$ cat src/rtl/esfa_request_arbiter_if.sv
// Bundle between NUM_REQ requesters, the arbiter and one ESFADesign datapath.
// Latency: none, wires only. Backpressure: req_valid/req_ready per requester slot.
// Ports: req_* (per-slot op, 8-bit fields packed slot i at [8i+7:8i]), esfa_* (datapath side),
//        rsp_* (one-hot result return), busy. slave = arbiter view, master = requester/datapath view.
interface esfa_request_arbiter_if #(
  parameter int NUM_REQ = 4
);
  logic [NUM_REQ-1:0]   req_valid;
  logic [NUM_REQ-1:0]   req_ready;
  logic [NUM_REQ-1:0]   req_mutate;
  logic [8*NUM_REQ-1:0] req_index;
  logic [8*NUM_REQ-1:0] req_value;
  logic [8*NUM_REQ-1:0] req_metadata;
  logic [NUM_REQ-1:0]   req_is_metadata;
  logic [8*NUM_REQ-1:0] req_selector;

  logic [7:0]           esfa_new_index;
  logic [7:0]           esfa_new_value;
  logic [7:0]           esfa_metadata;
  logic                 esfa_is_metadata;
  logic [7:0]           esfa_selector;
  logic                 esfa_write_en;
  logic                 esfa_issue;
  logic                 esfa_result_bool;
  logic [7:0]           esfa_result_value;

  logic [NUM_REQ-1:0]   rsp_valid;
  logic                 rsp_bool;
  logic [7:0]           rsp_value;
  logic                 busy;

  modport slave (
    input  req_valid, req_mutate, req_index, req_value, req_metadata,
           req_is_metadata, req_selector, esfa_result_bool, esfa_result_value,
    output req_ready, esfa_new_index, esfa_new_value, esfa_metadata,
           esfa_is_metadata, esfa_selector, esfa_write_en, esfa_issue,
           rsp_valid, rsp_bool, rsp_value, busy
  );

  modport master (
    output req_valid, req_mutate, req_index, req_value, req_metadata,
           req_is_metadata, req_selector, esfa_result_bool, esfa_result_value,
    input  req_ready, esfa_new_index, esfa_new_value, esfa_metadata,
           esfa_is_metadata, esfa_selector, esfa_write_en, esfa_issue,
           rsp_valid, rsp_bool, rsp_value, busy
  );
endinterface

$ cat src/rtl/esfa_request_arbiter.sv
// Round-robin arbiter + sequencer sharing one ESFADesign among NUM_REQ requesters.
// Latency: transfer at T, esfa_issue at T+1, rsp_valid at T+2+RESULT_LATENCY; one op in flight.
// Backpressure: req_ready is a combinational one-hot grant only in IDLE; 0 while busy.
// Ports: clk, reset (synchronous, active-low), bus (esfa_request_arbiter_if.slave).
module esfa_request_arbiter #(
  parameter int NUM_REQ        = 4,
  parameter int RESULT_LATENCY = 2
) (
  input logic                   clk,
  input logic                   reset,
  esfa_request_arbiter_if.slave bus
);
  localparam int IW = (NUM_REQ > 1) ? $clog2(NUM_REQ) : 1;
  localparam int CW = $clog2(RESULT_LATENCY + 1);

  typedef enum logic [1:0] {IDLE, ISSUE, WAIT, RESPOND} state_t;

  state_t        state, state_nxt;
  logic [IW-1:0] rr_ptr, ptr_nxt, owner;
  logic [IW-1:0] grant_id, hi_id, lo_id;
  logic          hi_found, lo_found;
  logic          transfer, wait_done;
  logic [CW-1:0] wait_cnt;

  logic [7:0]    sel_index, sel_value, sel_metadata, sel_selector;
  logic          sel_mutate, sel_is_metadata;

  logic [7:0]    index_q, value_q, metadata_q, selector_q;
  logic          is_metadata_q, mutate_q;
  logic          rsp_bool_q;
  logic [7:0]    rsp_value_q;

  // Round-robin search: lowest valid index at or above rr_ptr wins; if none
  // exists the lowest valid index overall wins (the wrap-around case).
  // Iterating downward lets the last hit be the lowest index.
  always_comb begin
    hi_found = 1'b0;
    lo_found = 1'b0;
    hi_id    = '0;
    lo_id    = '0;
    for (int i = NUM_REQ - 1; i >= 0; i--) begin
      if (bus.req_valid[i]) begin
        lo_found = 1'b1;
        lo_id    = IW'(i);
        if (IW'(i) >= rr_ptr) begin
          hi_found = 1'b1;
          hi_id    = IW'(i);
        end
      end
    end
    grant_id = hi_found ? hi_id : lo_id;
  end

  assign transfer  = reset && (state == IDLE) && lo_found;
  assign ptr_nxt   = (grant_id == IW'(NUM_REQ - 1)) ? '0 : grant_id + 1'b1;
  assign wait_done = (state == WAIT) && (wait_cnt == CW'(RESULT_LATENCY - 1));

  // Operand mux for the granted slot.
  always_comb begin
    sel_index       = '0;
    sel_value       = '0;
    sel_metadata    = '0;
    sel_selector    = '0;
    sel_mutate      = 1'b0;
    sel_is_metadata = 1'b0;
    for (int i = 0; i < NUM_REQ; i++) begin
      if (grant_id == IW'(i)) begin
        sel_index       = bus.req_index[8*i +: 8];
        sel_value       = bus.req_value[8*i +: 8];
        sel_metadata    = bus.req_metadata[8*i +: 8];
        sel_selector    = bus.req_selector[8*i +: 8];
        sel_mutate      = bus.req_mutate[i];
        sel_is_metadata = bus.req_is_metadata[i];
      end
    end
  end

  always_ff @(posedge clk) begin
    if (!reset) state <= IDLE;
    else        state <= state_nxt;
  end

  always_comb begin
    state_nxt     = state;
    bus.req_ready = '0;
    bus.esfa_issue    = 1'b0;
    bus.esfa_write_en = 1'b0;
    bus.rsp_valid     = '0;
    bus.busy          = (state != IDLE);
    case (state)
      IDLE: begin
        if (transfer) begin
          bus.req_ready = NUM_REQ'(1) << grant_id;
          state_nxt     = ISSUE;
        end
      end
      ISSUE: begin
        bus.esfa_issue    = 1'b1;
        bus.esfa_write_en = mutate_q;
        state_nxt         = WAIT;
      end
      WAIT: begin
        if (wait_done) state_nxt = RESPOND;
      end
      RESPOND: begin
        bus.rsp_valid = NUM_REQ'(1) << owner;
        state_nxt     = IDLE;
      end
      default: state_nxt = IDLE;
    endcase
  end

  always_ff @(posedge clk) begin
    if (!reset) begin
      rr_ptr        <= '0;
      owner         <= '0;
      wait_cnt      <= '0;
      index_q       <= '0;
      value_q       <= '0;
      metadata_q    <= '0;
      selector_q    <= '0;
      is_metadata_q <= 1'b0;
      mutate_q      <= 1'b0;
      rsp_bool_q    <= 1'b0;
      rsp_value_q   <= '0;
    end else begin
      if (transfer) begin
        rr_ptr        <= ptr_nxt;
        owner         <= grant_id;
        index_q       <= sel_index;
        value_q       <= sel_value;
        metadata_q    <= sel_metadata;
        selector_q    <= sel_selector;
        is_metadata_q <= sel_is_metadata;
        mutate_q      <= sel_mutate;
      end
      if (state == WAIT) begin
        if (wait_done) begin
          wait_cnt    <= '0;
          // Mutates return a bare completion ack, so results are zeroed.
          rsp_bool_q  <= mutate_q ? 1'b0 : bus.esfa_result_bool;
          rsp_value_q <= mutate_q ? 8'h00 : bus.esfa_result_value;
        end else begin
          wait_cnt <= wait_cnt + 1'b1;
        end
      end
    end
  end

  assign bus.esfa_new_index   = index_q;
  assign bus.esfa_new_value   = value_q;
  assign bus.esfa_metadata    = metadata_q;
  assign bus.esfa_is_metadata = is_metadata_q;
  assign bus.esfa_selector    = selector_q;
  assign bus.rsp_bool         = rsp_bool_q;
  assign bus.rsp_value        = rsp_value_q;
endmodule

$ cat src/flat_wrapper.sv
// flat-port wrapper written by rule: the top's interface ports become plain ports
module esfa_request_arbiter_flat 
#(
  parameter int NUM_REQ        = 4,
  parameter int RESULT_LATENCY = 2
)
  (clk, reset, bus_req_valid, bus_req_mutate, bus_req_index, bus_req_value, bus_req_metadata, bus_req_is_metadata, bus_req_selector, bus_esfa_result_bool, bus_esfa_result_value, bus_req_ready, bus_esfa_new_index, bus_esfa_new_value, bus_esfa_metadata, bus_esfa_is_metadata, bus_esfa_selector, bus_esfa_write_en, bus_esfa_issue, bus_rsp_valid, bus_rsp_bool, bus_rsp_value, bus_busy);
  esfa_request_arbiter_if #(.NUM_REQ(NUM_REQ)) bus_i ();
  input logic clk;
  input logic reset;
  input wire logic [$bits(bus_i.req_valid)-1:0] bus_req_valid;
  input wire logic [$bits(bus_i.req_mutate)-1:0] bus_req_mutate;
  input wire logic [$bits(bus_i.req_index)-1:0] bus_req_index;
  input wire logic [$bits(bus_i.req_value)-1:0] bus_req_value;
  input wire logic [$bits(bus_i.req_metadata)-1:0] bus_req_metadata;
  input wire logic [$bits(bus_i.req_is_metadata)-1:0] bus_req_is_metadata;
  input wire logic [$bits(bus_i.req_selector)-1:0] bus_req_selector;
  input wire logic [$bits(bus_i.esfa_result_bool)-1:0] bus_esfa_result_bool;
  input wire logic [$bits(bus_i.esfa_result_value)-1:0] bus_esfa_result_value;
  output wire logic [$bits(bus_i.req_ready)-1:0] bus_req_ready;
  output wire logic [$bits(bus_i.esfa_new_index)-1:0] bus_esfa_new_index;
  output wire logic [$bits(bus_i.esfa_new_value)-1:0] bus_esfa_new_value;
  output wire logic [$bits(bus_i.esfa_metadata)-1:0] bus_esfa_metadata;
  output wire logic [$bits(bus_i.esfa_is_metadata)-1:0] bus_esfa_is_metadata;
  output wire logic [$bits(bus_i.esfa_selector)-1:0] bus_esfa_selector;
  output wire logic [$bits(bus_i.esfa_write_en)-1:0] bus_esfa_write_en;
  output wire logic [$bits(bus_i.esfa_issue)-1:0] bus_esfa_issue;
  output wire logic [$bits(bus_i.rsp_valid)-1:0] bus_rsp_valid;
  output wire logic [$bits(bus_i.rsp_bool)-1:0] bus_rsp_bool;
  output wire logic [$bits(bus_i.rsp_value)-1:0] bus_rsp_value;
  output wire logic [$bits(bus_i.busy)-1:0] bus_busy;
  assign bus_i.req_valid = bus_req_valid;
  assign bus_i.req_mutate = bus_req_mutate;
  assign bus_i.req_index = bus_req_index;
  assign bus_i.req_value = bus_req_value;
  assign bus_i.req_metadata = bus_req_metadata;
  assign bus_i.req_is_metadata = bus_req_is_metadata;
  assign bus_i.req_selector = bus_req_selector;
  assign bus_i.esfa_result_bool = bus_esfa_result_bool;
  assign bus_i.esfa_result_value = bus_esfa_result_value;
  assign bus_req_ready = bus_i.req_ready;
  assign bus_esfa_new_index = bus_i.esfa_new_index;
  assign bus_esfa_new_value = bus_i.esfa_new_value;
  assign bus_esfa_metadata = bus_i.esfa_metadata;
  assign bus_esfa_is_metadata = bus_i.esfa_is_metadata;
  assign bus_esfa_selector = bus_i.esfa_selector;
  assign bus_esfa_write_en = bus_i.esfa_write_en;
  assign bus_esfa_issue = bus_i.esfa_issue;
  assign bus_rsp_valid = bus_i.rsp_valid;
  assign bus_rsp_bool = bus_i.rsp_bool;
  assign bus_rsp_value = bus_i.rsp_value;
  assign bus_busy = bus_i.busy;
  esfa_request_arbiter #(.NUM_REQ(NUM_REQ), .RESULT_LATENCY(RESULT_LATENCY)) u_core (.clk(clk), .reset(reset), .bus(bus_i));
endmodule
$ cat config.mk
export PLATFORM = sky130hd
export DESIGN_NAME = esfa_request_arbiter_flat
export DESIGN_NICKNAME = d
export VERILOG_FILES = /design/src/rtl/esfa_request_arbiter_if.sv /design/src/rtl/esfa_request_arbiter.sv /design/src/flat_wrapper.sv
export SDC_FILE = /design/constraint.sdc
export NUM_CORES = 1
export LEC_CHECK = 0
export CORE_MARGIN = 2
export CORE_UTILIZATION = 37
export DETAILED_ROUTE_END_ITERATION = 7
export PLACE_DENSITY = 0.93
export SYNTH_ARGS = -nofsm -noshare
export SYNTH_HDL_FRONTEND = slang
export SYNTH_SLANG_ARGS = --single-unit
export TNS_END_PERCENT = 20
$ cat constraint.sdc
create_clock -name clk -period 2.5 [get_ports clk]
set_input_delay 0.375 -clock clk [delete_from_list [all_inputs] [get_ports clk]]
set_output_delay 0.375 -clock clk [all_outputs]
set_load 0.03 [all_outputs]
* Yosys cells after proc, flatten, opt, wreduce, memory -nomap -nowiden *
Cells that the tools add are included.
Widths: inputs -> output; s select.

word-level totals
  bits of input ports = 151
  flip-flop bits (word level) = 51
  logic and storage cells = 98
  output and inout port bits = 53

cells by class
  shift-type cells = 2
  reductions and logical operators = 8
  equal/unequal tests = 9
  add/subtract/negate cells = 2
  mux-type cells = 61
  $lt $le $gt $ge = 4

operator list
  cell                 number
  $mux 8               17
  $mux 2               17
  $mux 1               23
  $mux 4               3
  $eq 2x2->1 const B   4
  $pmux 2 s4           1
  $shl 1x2->4 const A  2
  $eq 2x1->1 const B   3
  $add 2x1->2 const B  2
  $ge 1x2->1 const A   2
  $ge 2x2->1 const A   2
  $logic_not 2->1      2
  $ne 2x1->1 const B   2
  $reduce_and 2->1     2
  $logic_and 1x1->1    3
  $reduce_bool 2->1    1

* Depth between registers and ports, before layout *
Gate-level depths: netlist of the first run.

  depth in word-level cells = 15
  mapped depth = 12
  gate-level depth less buffers = 9

* Worst setup path after synthesis of the first run *
OpenSTA, ideal clock, no wires.

  path kind = input port to output port
  start point = in bus_req_valid[0]
  end point = out bus_req_ready[2]
  path buffers = 3
  required time = 2.125 ns
  stages = 9
  data arrival time = 2.163 ns
  path slack = -0.038 ns
  cells stage by stage = a21oi_1 > o21ai_0 > a2bb2o_1 > inv_1 > ha_1 > clkbuf_1 > clkbuf_1 > buf_1 > and2_1

on the way
  cells in the longest elaborated chain, start to end = 5
  elaborated cells on any way between the ends = 9
  classes of those cells = 1 x shift; 7 x mux; 1 x reduce/logical

RTL lines
  what                              line                        RTL
  from (decl)                       flat_wrapper.sv:11          input wire logic [$bits(bus_i.req_valid)-1:0] bus_req_valid;
  $mux 2 or $mux 1 (tied branches)  esfa_request_arbiter.sv:42  if (bus.req_valid[i]) begin
  $mux 2 (*)                        esfa_request_arbiter.sv:51  grant_id = hi_found ? hi_id : lo_id;
  net u_core.grant_id[1]            esfa_request_arbiter.sv:20  logic [IW-1:0] grant_id, hi_id, lo_id;
  $shl 1x2->4 (*)                   esfa_request_arbiter.sv:93  bus.req_ready = NUM_REQ'(1) << grant_id;
  $mux 4 (*)                        esfa_request_arbiter.sv:92  if (transfer) begin
  $mux 4 (*)                        esfa_request_arbiter.sv:90  case (state)
  to (decl)                         flat_wrapper.sv:20          output wire logic [$bits(bus_i.req_ready)-1:0] bus_req_ready;

Mark *: on every way through the listed nets, which the timed path passes. The rest lies on a longest branch.

* Final worst setup path of the first run *
  start point = in bus_req_valid[2]
  end point = out bus_req_ready[1]

on the way
  cells in the longest elaborated chain, start to end = 9
  elaborated cells on any way between the ends = 21
  classes of those cells = 1 x shift; 19 x mux; 1 x reduce/logical

RTL lines
  what                              line                        RTL
  $mux 2 or $mux 1 (tied branches)  esfa_request_arbiter.sv:42
  $mux 2 or $mux 1 (tied branches)  esfa_request_arbiter.sv:45  if (IW'(i) >= rr_ptr) begin
  $mux 2 or $mux 1 (tied branches)  esfa_request_arbiter.sv:42
  $mux 2 or $mux 1 (tied branches)  esfa_request_arbiter.sv:45
  $mux 2 or $mux 1 (tied branches)  esfa_request_arbiter.sv:42
  $mux 2 (*)                        esfa_request_arbiter.sv:51
  net u_core.grant_id[0]            esfa_request_arbiter.sv:20
  $shl 1x2->4 (*)                   esfa_request_arbiter.sv:93
  $mux 4 (*)                        esfa_request_arbiter.sv:92
  $mux 4 (*)                        esfa_request_arbiter.sv:90

Marked as above.

==> metrics.yaml, run 1 <==
final.fill_count: 669
end_kind: "output port"
path_class: "in -> out"
routedWlPerCell_um: 15.9
viasPerCell: 5.39
root_buffer: "clkbuf_8"
place_inst: 732
worst_pin_slew_ps: 605
p_int_mw: 2.54
die_area_mm2: 0.00933
ff_latch_area_mm2: 0.00102
slew_violations: 0
ys_seq_area_share_pct: 32.2
finClkSkew_ps: 8.89
yosysWarnings: 0
core-area_mm2: 0.00826
drc: 0
drt_wl_total_um: 11800
hp-class: "reg -> reg"
dpl_cell_area_mm2: 0.00531
cts_tree: "yes"
power_switching_mw: 2.11
layout_common_cells: "clkdlybuf4s50_1 (196), a21oi_1 (104), dfxtp_1 (51)"
antennaDiodeCount: 0
clkSinkCount: 51
p_clk_share_pct: 11.1
slew_headroom_pct: 59.5
synth.avg_cell_area_um2: 7.02
worstSkewPairLatency_ps: 310
dr.pass1.iters: 4
numCtsBuffers: 5
finalSetupViolCount: 1
powerDensity_mw_per_mm2: 853
initialDrtViolationCount: 143
die_width_um: 96.6
cp.buffers_inverters: 3
ys.flop_type: "dfxtp_1"
finalCriticalPeriod_ps: 2500
fmax_ghz: 0.400
cp-start-kind: "primary input"
grt.total_usage_pct: 23.5
area_delta_synth_final_pct: 71.9
seq_power_share_pct: 25.6
violations: "setup timing"
syn_nets: 611
fin_crit_sh_pct: 100
gp_congestion: 0.827
dp_hpwl_um: 8810
p_leak_nw: 2.18
multi_input_area_mm2: 0.00183
grt_pass1_wl_um: 17200
fin_area_mm2: 0.00545
fin_cells: 740
finalHoldViolCount: 0
synth-edff-count: 0
irDropWorstVdd_uv: 388
synth_area_mm2: 0.00317
htree_levels: 2
swShare_pct: 45.4
syn_inst: 452
final_common_cell: "clkdlybuf4s50_1"
p_comb_share_pct: 63.3
cp_slowest_cell: "clkdlybuf4s50_1"
antenna_found_initial: 0
numPortBuffers: 203
grt_overflow: 0
initial_utilization_pct: 38.4
rsz0062_at_grt: "yes"
ctsLongestPathBuffers: 2
ys_types: 32
clk_pin_slew_ps: 110
arrival_ps: 2130
io_pins: 204
row_count: 33
status: "finished with violations"
num_vias: 3985
critPathRequiredTime_ps: 2120
ys_ff_latch: 51
grt_pass1_vias: 3718
crit_fanout: 7
ant_nets: 0
die_h_um: 96.6
async_flop_share_pct: 0
cap_viol_max_count: 0
grt_max_degree: 51
slowest_delay_ps: 500
crit_chain: "clkdlybuf4s50_1 > a221oi_1 > o22ai_2 > inv_2 > ha_4 > and2_1 > buf_4"
drive_gt1_share_pct: 7.24
cp_top_family: "buffers and inverters"
layout_setup_ws_ps: -1.66
ctsHoldBuffers: 0
fin_nets: 793
[kinds of logic after synthesis]
logic type / share of synthesized area (%)
AO/OA/AOI/OAI: 40.4
XOR/XNOR: 0.276
adder cells (fa/ha/maj): 3.16
buffers and inverters: 12.0
flip-flops: 32.2
AND/OR/NAND/NOR: 12.0
[worst reg2reg max path, cell delays in order (launching register included)]
cell and delay [ps]:
dfxtp_1 430, a21oi_1 90, o21ai_0 130, a2bb2o_2 260
inv_2 90, ha_4 200, buf_12 170, a21oi_1 220
o21ai_0 120, a22oi_1 150, a21oi_1 90
[synth_stat cells (6+ instances only)]
cell type / n / share of area (%)
and2_1: 6 / 1.2
clkbuf_1: 35 / 4.1
nand2_1: 48 / 5.7
ha_1: 8 / 3.2
buf_6: 7 / 2.5
inv_1: 43 / 5.1
nand3b_1: 9 / 2.1
a21boi_0: 9 / 2.1
dfxtp_1: 51 / 32
a22oi_1: 34 / 8.0
a21oi_1: 104 / 16
o21ai_0: 46 / 7.3
o21ai_1: 25 / 3.9
[registers in the layout (all words and copies together), names as in the netlist]
| name | cells |
|---|---|
| u_core.bus.esfa_is_metadata | 1 |
| u_core.bus.esfa_metadata | 8 |
| u_core.bus.esfa_new_index | 8 |
| u_core.bus.esfa_new_value | 8 |
| u_core.bus.esfa_selector | 8 |
| u_core.bus.rsp_bool | 1 |
| u_core.bus.rsp_value | 8 |
| u_core.mutate_q | 1 |
| u_core.owner | 2 |
| u_core.rr_ptr | 2 |
| u_core.state | 2 |
| u_core.wait_cnt | 2 |
[metal layers]
metal  track usage [%]  part of all wire, %  vias up
met5                 0                    0        -
met4              7.98                  2.2        0
met3              6.44                   10       26
met2              42.9                   49      206
met1              26.3                   39     1815
li1                  -                    -     1938
[power groups by stage]
stage	clock network, mW	registers [mW]	logic [mW]
CTS	0.528	1.19	2.92
detailed placement	0	1.20	2.86
global placement	0	1.19	2.78
finish	0.517	1.19	2.94
floorplan	0	1.52	1.43
global route	0.558	1.22	3.19
[worst paths after layout]
path	endpoint	start	depth (start not counted)	slack, ps
max	bus_req_ready[1]	bus_req_valid[2]	7	-2
min	u_core.bus.rsp_value[1]$_SDFFE_PN0P_	u_core.bus.rsp_value[1]$_SDFFE_PN0P_	2	480
max reg2reg	u_core.bus.esfa_metadata[4]$_SDFFE_PN0P_	u_core.rr_ptr[1]$_SDFFE_PN0P_	10	450
min reg2reg	u_core.bus.rsp_value[1]$_SDFFE_PN0P_	u_core.bus.rsp_value[1]$_SDFFE_PN0P_	2	480
[repair_timing]
action	CTS	global route
setup endpoints to repair	4	4
pin swaps	0	1
buffers inserted	0	0
gates resized for setup	8	3
[layout make-up]
cell class                 instances  share of cell area (%)
timing repair buffer             219                    40.7
multi-input combinational        314                    33.5
sequential                        51                    18.7
inverter                          43                    2.96
tap                              105                    2.41
clock buffer                       5                    1.26
clock inverter                     3                   0.482
[per-stage QoR]
| step | total power, mW | TNS, ps | util (%) | setup slack [ps] | hold WS (ps) |
|---|---|---|---|---|---|
| floorplan | 2.95 | -36.7 | - | -36.7 | 467 |
| global placement | 3.97 | -40.5 | 64.2 | -34.0 | 449 |
| detailed placement | 4.06 | -1980 | 64.2 | -125 | 467 |
| CTS | 4.63 | -10.6 | 65.9 | -10.6 | 482 |
| global route | 4.96 | -50.0 | 66.0 | -50.0 | 512 |
| finish | 4.65 | -1.66 | 66.0 | -1.66 | 477 |
No activity file was read; power rests on OpenSTA's default activity.
==> inputs of run 2 (changes only) <==
--- a/config.mk
+++ b/config.mk
@@ -9,4 +9,5 @@
 export CORE_UTILIZATION = 37
 export DETAILED_ROUTE_END_ITERATION = 7
+export GPL_ROUTABILITY_DRIVEN = 1
 export PLACE_DENSITY = 0.93
 export SYNTH_ARGS = -nofsm -noshare
==> constraint.sdc (replaced) <==
create_clock -name clk -period 2.5 [get_ports clk]
set_input_delay 0.375 -clock clk [delete_from_list [all_inputs] [get_ports clk]]
set_output_delay 0.375 -clock clk [all_outputs]
set_load 0.01 [all_outputs]
==> run 2 against run 1 <==
Effect of this change:
- the run now ends clean
- clock power decreased by 1%
- wire length decreased by 2.5%
- global-route usage decreased by 0.76 points
- critical path depth unchanged
- sequential share of layout area increased by 0.21 points
- first-iteration DRC count decreased by 43%
- flip-flop and latch count unchanged
- hold slack got worse by 1.4 ps
- sequential power about the same
- critical path type is now reg -> out
==> metrics.yaml, run 2 (synthesis results as in run 1) <==
cp-start-kind: "flop"  # was primary input
cap_viol_max_count: 0  # unchanged
power_switching_mw: 1.74  # was 2.11 mW
p_int_mw: 2.46  # was 2.54 mW
final_common_cell: "clkdlybuf4s50_1"  # unchanged
cts_tree: "yes"  # unchanged
clkSinkCount: 51  # unchanged
numCtsBuffers: 5  # unchanged
root_buffer: "clkbuf_8"  # unchanged
layout_common_cells: "clkdlybuf4s50_1 (194), a21oi_1 (104), dfxtp_1 (51)"  # was clkdlybuf4s50_1 (196), a21oi_1 (104), dfxtp_1 (51)
p_leak_nw: 2.18  # about the same
layout_setup_ws_ps: 129  # was -1.66 ps
finalSetupViolCount: 0  # was 1
post-place-ws_ps: -294  # was -125 ps
antennaDiodeCount: 0  # unchanged
initialDrtViolationCount: 82  # was 143
grt_overflow: 0  # unchanged
row_count: 33  # unchanged
die_area_mm2: 0.00933  # unchanged
worstRegToRegCells: 10  # unchanged
status: "finished, final reports clean"  # was finished with violations
dr.pass1.iters: 4  # unchanged
gp_congestion: 0.827  # unchanged
io_pins: 204  # unchanged
crit_fanout: 5  # was 7
hp-class: "reg -> reg"  # unchanged
dp_hpwl_um: 8640  # was 8810 um
grt_max_degree: 54  # was 51
ctsLongestPathBuffers: 2  # unchanged
drt_wl_total_um: 11500  # was 11800 um
tns_ps: 0  # was -1.66 ps
htree_levels: 2  # unchanged
critPathRequiredTime_ps: 2120  # about the same
powerDensity_mw_per_mm2: 780  # was 853 mW/mm2
area_delta_synth_final_pct: 69.9  # was 71.9%
die_width_um: 96.6  # unchanged
arrival_ps: 2000  # was 2130 ps
worstSkewPairLatency_ps: 310  # about the same
finalHoldViolCount: 0  # unchanged
numPortBuffers: 203  # unchanged
place_inst: 732  # unchanged
viasPerCell: 5.33  # was 5.39
fin_crit_sh_pct: 94.8  # was 100%
end_kind: "output port"  # unchanged
drc: 0  # unchanged
ctsHoldBuffers: 0  # unchanged
ant_nets: 0  # unchanged
finalCriticalPeriod_ps: 2370  # was 2500 ps
path_class: "reg -> out"  # was in -> out
fin_hold_ws_ps: 475  # was 477 ps
seq_power_share_pct: 28.2  # was 25.6%
slew_violations: 0  # unchanged
initial_utilization_pct: 38.4  # unchanged
num_vias: 3956  # was 3985
fmax_ghz: 0.422  # was 0.400 GHz
grt_pass1_wl_um: 16600  # was 17200 um
clk_pin_slew_ps: 110  # about the same
slew_headroom_pct: 60.5  # was 59.5%
grt.total_usage_pct: 22.8  # was 23.5%
die_h_um: 96.6  # unchanged
drive_gt1_share_pct: 6.44  # was 7.24%
fin_cells: 742  # was 740
core-area_mm2: 0.00826  # unchanged
hold_depth: 2  # unchanged
routedWlPerCell_um: 15.4  # was 15.9 um
p_comb_share_pct: 59.6  # was 63.3%
fin_nets: 795  # was 793
grt_pass1_vias: 3703  # was 3718
p_clk_share_pct: 12.2  # was 11.1%
worst_pin_slew_ps: 591  # was 605 ps
finClkSkew_ps: 5.53  # was 8.89 ps
swShare_pct: 41.5  # was 45.4%
rsz0062_at_grt: "no"  # was yes
irDropWorstVdd_uv: 425  # was 388 uV
antenna_found_initial: 0  # unchanged
-- run 2: final timing paths --
kind | slack [ps] | to | start
max | 130 | bus_req_ready[3] | u_core.rr_ptr[1]$_SDFFE_PN0P_
min | 480 | u_core.bus.rsp_value[3]$_SDFFE_PN0P_ | u_core.bus.rsp_value[3]$_SDFFE_PN0P_
max reg2reg | 220 | u_core.bus.esfa_is_metadata$_SDFFE_PN0P_ | u_core.rr_ptr[1]$_SDFFE_PN0P_
min reg2reg | 480 | u_core.bus.rsp_value[3]$_SDFFE_PN0P_ | u_core.bus.rsp_value[3]$_SDFFE_PN0P_
-- run 2: cell type report --
class                      count  area (um2)
fill                         682        2870
tap                          105         131
clock buffer                   5        68.8
timing repair buffer         221        2180
multi-input combinational    314        1800
sequential                    51        1020
clock inverter                 3        28.8
inverter                      43         161
-- run 2: stage by stage --
stage               area [um2]  power [mW]  utilization (%)
CTS                       5390        4.23             65.2
floorplan                 3170        2.63                -
finish                    5390        4.20             65.3
detailed placement        5260        3.68             63.7
global placement          5260        3.58             63.7
global route              5390        4.52             65.3
-- run 2: power groups by stage --
stage / Clock [mW] / Combinational (mW) / Sequential [mW]
floorplan: 0 / 1.38 / 1.25
global placement: 0 / 2.39 / 1.19
detailed placement: 0 / 2.48 / 1.20
CTS: 0.539 / 2.51 / 1.18
global route: 0.561 / 2.75 / 1.21
finish: 0.512 / 2.51 / 1.19
-- run 2: per-layer routing --
| layer | GRT usage (%) | part of all wire, % | routed length [um] |
|---|---|---|---|
| met5 | 0 | 0 | 0 |
| met4 | 7.63 | 2.0 | 233 |
| met3 | 6.59 | 10 | 1180 |
| met2 | 43.2 | 49 | 5640 |
| met1 | 23.9 | 38 | 4410 |
-- run 2: what timing repair did --
| action | in CTS | in global routing |
|---|---|---|
| resized for setup | 11 | 1 |
| setup buffers | 2 | 0 |
| setup endpoints to repair | 4 | 15 |
| pin swaps | 1 | 2 |
-- run 2: critical path: stages (launching register included) --
cell and delay, ps:
dfxtp_1 450, a21oi_1 100, o21ai_0 220, a2bb2o_2 250
inv_1 70, ha_2 190, and2_1 140, dlygate4sd2_1 280
==> inputs of run 3 (changes only) <==
- RECOVER_POWER: unset -> 50
==> run 3 against run 2 <==
Effect of this change:
- combinational power shrank 3%
- register-to-register slack gained 20 ps
- hold slack lost 4.7 ps
- maximum frequency grew 0.46%
- via count is essentially flat
- clock skew is essentially flat
- clock power is essentially flat
- flip-flop and latch count is the same
==> metrics.yaml, run 3 (synthesis results as in run 1) <==
grt_pass1_wl_um: 16600  # unchanged
status: "finished, final reports clean"  # unchanged
routedWlPerCell_um: 15.4  # about the same
grt_overflow: 0  # unchanged
ctsHoldBuffers: 0  # unchanged
finClkSkew_ps: 5.34  # was 5.53 ps
cap_viol_max_count: 0  # unchanged
ctsLongestPathBuffers: 2  # unchanged
row_count: 33  # unchanged
startpoint: "u_core.rr_ptr[1]$_SDFFE_PN0P_"  # unchanged
rsz0062_at_grt: "no"  # unchanged
irDropWorstVdd_uv: 398  # was 425 uV
die_h_um: 96.6  # unchanged
worstRegToRegCells: 10  # unchanged
dp_hpwl_um: 8640  # unchanged
htree_levels: 2  # unchanged
p_leak_nw: 2.29  # was 2.18 nW
die_width_um: 96.6  # unchanged
dr.pass1.iters: 4  # unchanged
numPortBuffers: 203  # unchanged
io_pins: 204  # unchanged
slew_violations: 0  # unchanged
grt_pass1_vias: 3703  # unchanged
fin_cells: 742  # unchanged
grt_max_degree: 54  # unchanged
fin_crit_sh_pct: 94.4  # was 94.8%
initialDrtViolationCount: 87  # was 82
cp-start-kind: "flop"  # unchanged
worstReg2RegStart: "u_core.rr_ptr[1]$_SDFFE_PN0P_"  # unchanged
cp_slowest_cell: "dfxtp_1"  # unchanged
ant_nets: 0  # unchanged
die_area_mm2: 0.00933  # unchanged
viasPerCell: 5.33  # about the same
clk_pin_slew_ps: 100  # was 110 ps
powerDensity_mw_per_mm2: 767  # was 780 mW/mm2
numCtsBuffers: 5  # unchanged
initial_utilization_pct: 38.4  # unchanged
critPathRequiredTime_ps: 2120  # about the same
reg2reg_to: "u_core.bus.esfa_is_metadata$_SDFFE_PN0P_"  # unchanged
fin_area_mm2: 0.00538  # was 0.00539 mm2
finalCriticalPeriod_ps: 2360  # was 2370 ps
antenna_found_initial: 0  # unchanged
tns_ps: 0  # unchanged
grt.total_usage_pct: 22.8  # unchanged
slew_headroom_pct: 60.6  # was 60.5%
fin_nets: 795  # unchanged
layout_common_cells: "clkdlybuf4s50_1 (152), a21oi_1 (104), dfxtp_1 (51)"  # was clkdlybuf4s50_1 (194), a21oi_1 (104), dfxtp_1 (51)
r2r_slack_ps: 240  # was 220 ps
final.fill_count: 687  # was 682
gp_congestion: 0.827  # unchanged
hp-class: "reg -> reg"  # unchanged
drive_gt1_share_pct: 6.12  # was 6.44%
fmax_ghz: 0.424  # was 0.422 GHz
final_common_cell: "clkdlybuf4s50_1"  # unchanged
end_kind: "output port"  # unchanged
dpl_cell_area_mm2: 0.00526  # unchanged
arrival_ps: 1990  # was 2000 ps
antennaDiodeCount: 0  # unchanged
finalHoldViolCount: 0  # unchanged
path_class: "reg -> out"  # unchanged
clkSinkCount: 51  # unchanged
finalSetupViolCount: 0  # unchanged
cts_tree: "yes"  # unchanged
drc: 0  # unchanged
slowest_delay_ps: 450  # about the same
worst_pin_slew_ps: 588  # was 591 ps
drt_wl_total_um: 11400  # was 11500 um
core-area_mm2: 0.00826  # unchanged
endpoint: "bus_req_ready[3]"  # unchanged
num_vias: 3953  # was 3956
worstSkewPairLatency_ps: 300  # was 310 ps
place_inst: 732  # unchanged
root_buffer: "clkbuf_8"  # unchanged
crit_chain: "a21oi_1 > o21ai_0 > a2bb2o_2 > inv_1 > ha_2 > and2_1 > dlygate4sd2_1"  # unchanged
area_delta_synth_final_pct: 69.6  # was 69.9%
crit_fanout: 5  # unchanged
[run 3: cell types whose count changed in the layout (fill, tap and decap cells not counted)]
cell	change
clkdlybuf4s50_1	-42
buf_4	-2
clkbuf_1	+1
or4_1	+1
dlygate4sd3_1	+42
or4_4	-1
clkbuf_2	+1
[run 3: how the worst min path moves through the flow]
stage	start	to	slack, ps	depth (start not counted)
6_report	u_core.bus.rsp_value[3]$_SDFFE_PN0P_	u_core.bus.rsp_value[3]$_SDFFE_PN0P_	470	2
5_1_grt	u_core.bus.rsp_value[1]$_SDFFE_PN0P_	u_core.bus.rsp_value[1]$_SDFFE_PN0P_	500	2
4_1_cts	u_core.bus.rsp_value[3]$_SDFFE_PN0P_	u_core.bus.rsp_value[3]$_SDFFE_PN0P_	470	2
3_5_place_dp	u_core.bus.rsp_value[3]$_SDFFE_PN0P_	u_core.bus.rsp_value[3]$_SDFFE_PN0P_	460	2
3_3_place_gp	u_core.bus.rsp_value[6]$_SDFFE_PN0P_	u_core.bus.rsp_value[6]$_SDFFE_PN0P_	450	2
2_1_floorplan	u_core.rr_ptr[1]$_SDFFE_PN0P_	u_core.rr_ptr[1]$_SDFFE_PN0P_	470	2
[run 3: where the power goes]
part | internal, mW | switching [mW] | leakage (nW) | total (mW)
sequential | 1.04 | 0.142 | 0.419 | 1.18
combinational | 1.15 | 1.29 | 1.82 | 2.44
clock | 0.208 | 0.304 | 0.0502 | 0.512
total | 2.39 | 1.74 | 2.29 | 4.13
[run 3: layout make-up]
type | count | area, um2 | share of cell area (%)
repair buffers | 221 | 2170 | 40.4
multi-input cells | 314 | 1790 | 33.3
flip-flops and latches | 51 | 1020 | 19.0
inverters | 43 | 161 | 3.00
well taps | 105 | 131 | 2.44
clock buffers | 5 | 68.8 | 1.28
clock inverters | 3 | 28.8 | 0.535
[run 3: per-layer routing]
metal	global-route usage, %	vias up	share of wire [%]
met4	7.63	0	2.0
li1	-	1946	-
met2	43.2	173	49
met3	6.59	20	10
met5	0	-	0
met1	23.9	1814	39
[run 3: per-stage QoR]
step | setup WS, ps | hold slack (ps) | power (mW) | util, %
after global routing | 55.6 | 501 | 4.45 | 65.2
final | 140 | 471 | 4.13 | 65.2
after global placement | -206 | 450 | 3.58 | 63.7
after detailed placement | -294 | 460 | 3.68 | 63.7
after floorplan | 94.4 | 467 | 2.63 | -
after CTS | 47.1 | 475 | 4.23 | 65.2
[run 3: worst max-delay path: cells and delay by family, from the launching register on]
family	cells	cell delay, ps
compound gates	3	560
flops	1	450
simple gates	1	140
buf+inv	2	350
fa+ha+maj	1	190
[run 3: timing repair]
item,4_1_cts,5_1_grt
pin swaps,1,2
resized for setup,11,1
cloned,0,0
buffers inserted,2,0
endpoints found under the setup margin,4,15
